==> src/rtl/fetch_ctrl.sv <==
// Instruction-fetch sequencer for a synchronous 1-cycle ROM.
// Owns the fetch PC and issues one ROM read per cycle when there is room.
// Each returned word is tagged with its PC and buffered in a small FIFO.
// A redirect flushes the FIFO and drops any ROM read still in flight.
module fetch_ctrl #(
    parameter logic [31:0] RESET_PC = 32'h0000_0000,
    parameter int          ADDR_W   = 10,
    parameter int          DEPTH    = 2
) (
    input  logic              clk_i,
    input  logic              rst_i,
    input  logic              fetch_en_i,
    input  logic              redirect_valid_i,
    input  logic [31:0]       redirect_pc_i,
    output logic [ADDR_W-1:0] rom_addr_o,
    input  logic [31:0]       rom_inst_i,
    output logic              inst_valid_o,
    input  logic              inst_ready_i,
    output logic [31:0]       inst_o,
    output logic [31:0]       inst_pc_o
);

    localparam int CW = $clog2(DEPTH + 1);
    localparam int PW = (DEPTH > 1) ? $clog2(DEPTH) : 1;
    localparam logic [31:0] RESET_PC_ALIGNED = RESET_PC & ~32'h3;

    logic [31:0]   pc_q, pc_d;
    logic          inflight_q, inflight_d;
    logic [31:0]   inflight_pc_q, inflight_pc_d;
    logic [CW-1:0] count_q, count_d;
    logic [PW-1:0] rd_ptr_q, rd_ptr_d;
    logic [PW-1:0] wr_ptr_q, wr_ptr_d;
    logic [31:0]   fifo_inst_q [DEPTH];
    logic [31:0]   fifo_pc_q   [DEPTH];

    logic          push;
    logic          pop;
    logic          issue;
    logic [CW:0]   occ;

    function automatic logic [PW-1:0] ptr_next(input logic [PW-1:0] p);
        return (p == PW'(DEPTH - 1)) ? '0 : p + PW'(1);
    endfunction

    // FIFO head and ROM address are pure functions of registered state.
    always_comb begin
        inst_valid_o = (count_q != '0);
        inst_o       = inst_valid_o ? fifo_inst_q[rd_ptr_q] : '0;
        inst_pc_o    = inst_valid_o ? fifo_pc_q[rd_ptr_q]   : '0;
        rom_addr_o   = pc_q[ADDR_W+1:2];
    end

    // Handshake and issue decision; the in-flight read reserves a FIFO slot.
    always_comb begin
        pop   = inst_valid_o & inst_ready_i & ~redirect_valid_i;
        push  = inflight_q & ~redirect_valid_i;
        occ   = {1'b0, count_q} + (CW+1)'(inflight_q) - (CW+1)'(pop);
        issue = fetch_en_i & ~redirect_valid_i & (occ < (CW+1)'(DEPTH));
    end

    // Next-state for PC, in-flight tracking and FIFO bookkeeping.
    always_comb begin
        pc_d          = pc_q;
        inflight_d    = 1'b0;
        inflight_pc_d = inflight_pc_q;
        count_d       = count_q;
        rd_ptr_d      = rd_ptr_q;
        wr_ptr_d      = wr_ptr_q;
        if (redirect_valid_i) begin
            pc_d     = redirect_pc_i & ~32'h3;
            count_d  = '0;
            rd_ptr_d = '0;
            wr_ptr_d = '0;
        end else begin
            if (issue) begin
                inflight_d    = 1'b1;
                inflight_pc_d = pc_q;
                pc_d          = pc_q + 32'd4;
            end
            if (push) begin
                wr_ptr_d = ptr_next(wr_ptr_q);
            end
            if (pop) begin
                rd_ptr_d = ptr_next(rd_ptr_q);
            end
            count_d = count_q + CW'(push) - CW'(pop);
        end
    end

    // Control state register with synchronous reset.
    always_ff @(posedge clk_i) begin
        if (rst_i) begin
            pc_q          <= RESET_PC_ALIGNED;
            inflight_q    <= 1'b0;
            inflight_pc_q <= '0;
            count_q       <= '0;
            rd_ptr_q      <= '0;
            wr_ptr_q      <= '0;
        end else begin
            pc_q          <= pc_d;
            inflight_q    <= inflight_d;
            inflight_pc_q <= inflight_pc_d;
            count_q       <= count_d;
            rd_ptr_q      <= rd_ptr_d;
            wr_ptr_q      <= wr_ptr_d;
        end
    end

    // FIFO storage; contents are only visible through count, so no reset needed.
    always_ff @(posedge clk_i) begin
        if (!rst_i && push) begin
            fifo_inst_q[wr_ptr_q] <= rom_inst_i;
            fifo_pc_q[wr_ptr_q]   <= inflight_pc_q;
        end
    end

endmodule
==> config.mk <==
export PLATFORM = sky130hd
export DESIGN_NAME = fetch_ctrl
export DESIGN_NICKNAME = d
export VERILOG_FILES = /design/src/rtl/fetch_ctrl.sv
export SDC_FILE = /design/constraint.sdc
export NUM_CORES = 1
export LEC_CHECK = 0
export ABC_CLOCK_PERIOD_IN_PS = 5200
export BUFFER_PORTS_ARGS = -buffer_cell sky130_fd_sc_hd__buf_2
export CAP_MARGIN = 20
export CELL_PAD_IN_SITES_DETAIL_PLACEMENT = 1
export CELL_PAD_IN_SITES_GLOBAL_PLACEMENT = 1
export CORE_MARGIN = 2
export CORE_UTILIZATION = 35
export CTS_CLUSTER_DIAMETER = 80
export DETAILED_ROUTE_END_ITERATION = 16
export PLACE_DENSITY = 0.71
export SLEW_MARGIN = 0
export SYNTH_ARGS = -nofsm -noshare
export SYNTH_HDL_FRONTEND = slang
export SYNTH_SLANG_ARGS = --single-unit
==> constraint.sdc <==
create_clock -name clk_i -period 5.2 [get_ports clk_i]
set_input_delay 1.04 -clock clk_i [delete_from_list [all_inputs] [get_ports clk_i]]
set_output_delay 1.04 -clock clk_i [all_outputs]
set_load 0.005 [all_outputs]
==> load_flow_metrics.sql <==
INSERT INTO impl_metrics (metric_group, metric, value, unit) VALUES
('global_route', 'grt_first_pass_wirelength', '29.4', 'mm'),
('layout', 'synthToLayoutAreaGrowth', '19.5', '%'),
('setup_path', 'crit_path_top_delay_cell', 'sky130_fd_sc_hd__nor4_1', ''),
('timing', 'fin_ws', '1470', 'ps'),
('floorplan', 'dieWidth', '153', 'µm'),
('global_route', 'groute.usage.overall', '15.9', '%'),
('timing', 'layout_min_cycle_time', '3730', 'ps'),
('global_route', 'grt_start_max_net_pins', '65', ''),
('floorplan', 'core_footprint', '0.0218', 'mm²'),
('setup_path', 'cp_data_required_time', '5540', 'ps'),
('yosys', 'synth_flop_cell', 'sky130_fd_sc_hd__edfxtp_1', ''),
('setup_path', 'timing.critical_path.cells', 'buf_2 > nor4bb_1 > o21ai_0 > fa_1 > xor2_1 > nor4_1 > nand4_1 > xor2_1 > a211oi_1', ''),
('setup_path', 'crit_buf_inv', '1', ''),
('yosys', 'mappedNetlistArea', '0.00779', 'mm²'),
('route', 'drt_iter0_markers', '241', ''),
('clock_tree', 'cts_tree', 'built', ''),
('route', 'wl_per_cell', '17.0', 'µm'),
('clock_tree', 'ctsLongestPathBuffers', '2', ''),
('timing', 'grt_setup_unrepaired', 'false', ''),
('placement', 'io_buffer_count', '139', ''),
('setup_path', 'cp-start-kind', 'primary input', ''),
('yosys', 'synthesis.yosys.warnings', '0', ''),
('clock_tree', 'post_cts.resized_instances', '0', ''),
('global_route', 'via_count_of_the_first_global_routing_pass', '5552', ''),
('clock_tree', 'cts-htree-levels', '4', ''),
('global_route', 'antenna_found_initial', '0', ''),
('pwr', 'static-leakage-power', '3.38', 'nW'),
('yosys', 'synth_edf_count', '124', ''),
('yosys', 'syn_avg_cell_area', '11.9', 'µm²'),
('clock_tree', 'numClockSinks', '190', ''),
('worst_hold_path', 'min_from', 'inflight_pc_q[13]', ''),
('clock_tree', 'cts.repair_timing.setup_buffer_count', '0', ''),
('clock_tree', 'cts-buffers-inserted', '17', ''),
('route', 'route.vias.total', '5272', ''),
('pwr', 'power.ir.vdd_worst', '0.190', 'mV'),
('setup_path', 'worst-endpoint-arrival', '4060', 'ps'),
('floorplan', 'ios', '144', ''),
('worst_hold_path', 'worst_hold_path_type', 'reg -> reg', ''),
('route', 'detail-route-antenna-nets', '0', ''),
('layout', 'antenna_cells_inserted', '0', ''),
('layout', 'most-common-layout-cells', 'sky130_fd_sc_hd__buf_2 (139), sky130_fd_sc_hd__edfxtp_1 (124), sky130_fd_sc_hd__nor2_1 (88)', ''),
('global_route', 'overflow_left_after_global_routing', '0', ''),
('route', 'drt_pass1_iterations', '4', ''),
('timing', 'timing.max_slew.rel_slack', '34.3', '%'),
('timing', 'final.setup.tns', '0', 'ps'),
('setup_path', 'crit_path_start', 'redirect_valid_i', ''),
('yosys', 'synth-async-reset-ratio', '0', '%'),
('floorplan', 'die_y', '153', 'µm'),
('timing', 'fin_crit_sh', '71.7', '%'),
('setup_path', 'crit_path_end_kind', 'flip-flop', ''),
('setup_path', 'critical_path.max_fanout', '26', ''),
('setup_path', 'critical_path.top_delay_family', 'simple AND/OR/NAND/NOR gates', ''),
('clock_tree', 'clkLatencyLatePin', '430', 'ps'),
('floorplan', 'floorplan.die_area', '0.0235', 'mm²'),
('clock_tree', 'hold_buffers', '0', ''),
('pwr', 'powerDensity', '330', 'mW/mm²'),
('setup_path', 'cp_slowest_stage_delay', '710', 'ps'),
('placement', 'pre_cts_ws', '1010', 'ps'),
('yosys', 'synth.distinct_cells', '48', ''),
('clock_tree', 'cts-root-buf', 'sky130_fd_sc_hd__clkbuf_16', ''),
('yosys', 'post_synth_inst_count', '652', ''),
('layout', 'final_util', '42.7', '%'),
('layout', 'postLayoutCellArea', '0.00931', 'mm²'),
('route', 'wirelength', '18.2', 'mm'),
('timing', 'top_achievable_clock_speed', '268', 'MHz'),
('outcome', 'outcome', 'completed', ''),
('layout', 'net_count_final', '846', ''),
('setup_path', 'setup.worst_path.class', 'in -> reg', ''),
('setup_path', 'crit_path_frequent_cell', 'sky130_fd_sc_hd__xor2_1', ''),
('timing', 'max_slew.worst_pin.slew', '985', 'ps'),
('timing', 'report.final.hold_viol_count', '0', '');
## worst reg2reg max path, delay by kind of cell, from the launching register on
family	cells	cell delay, ps
simple gates	3	1360
flops	1	560
fa+ha+maj	1	470
compound gates	2	430
xor+xnor	2	410
## metrics by stage
stage | hold WS [ps] | cells
final | 459 | 1067
after global routing | 473 | 1067
after CTS | 461 | 1067
after detailed placement | 438 | 1035
after global placement | 431 | 1034
after floorplan | 425 | 653
## layer usage
metal  routed length [µm]  GRT usage [%]  part of all wire, %
met3                  666           3.06                  3.7
met1                 7870           19.5                   43
met4                  216           4.72                  1.2
met2                 9430           28.4                   52
met5                    0              0                    0
## area by class of cell
type                       instances  area [µm²]
fill                            2389       12500
sequential                       190        5050
multi-input combinational        412        2520
timing repair buffer             149         803
clock buffer                      17         425
tap                              280         350
clock inverter                    15         150
inverter                           4        15.0
## sequential cells by signal, indices dropped and copies added, names as in the netlist, named ones only
register	count
count_q	2
fifo_inst_q	64
pc_q	30
inflight_q	1
fifo_pc_q	60
wr_ptr_q	1
rd_ptr_q	1
inflight_pc_q	30
## synth_stat cells, drive strengths merged, types with 13 or more instances
library cell	count	area, µm²
a211oi	15	118
a21oi	37	185
buf	18	120
clkbuf	27	101
dfxtp	66	1320
edfxtp	124	3720
mux2i	63	631
nand2	84	315
nand3	17	100
nor2	90	338
xnor2	13	121
xor2	18	158
## power by group
group | internal, mW | switching, mW | total, mW
Sequential | 1.63 | 0.0317 | 1.66
Combinational | 0.0587 | 0.0829 | 0.142
Clock | 0.676 | 0.593 | 1.27
Total | 2.36 | 0.708 | 3.07
## cells by family (layout without fill, tap and decap cells)
| group | count (synthesis) | count (layout) | synth area share [%] |
|---|---|---|---|
| simple gates | 239 | 239 | 13.8 |
| flops | 190 | 190 | 64.8 |
| compound gates | 73 | 73 | 5.73 |
| mux | 64 | 64 | 8.24 |
| buf+inv | 51 | 185 | 3.26 |
| xor+xnor | 31 | 31 | 3.58 |
| fa+ha+maj | 3 | 3 | 0.578 |
| other cells | 1 | 2 | 0.0481 |
## worst paths after layout
path / cells after the start / slack, ps / to
setup / recovery: 9 / 1470 / pc_q[17]
hold / removal: 0 / 460 / fifo_pc_q[1][13]
setup reg to reg: 8 / 1880 / pc_q[17]
hold reg to reg: 0 / 460 / fifo_pc_q[1][13]
Note: power is estimated with default switching activity, not from simulation.
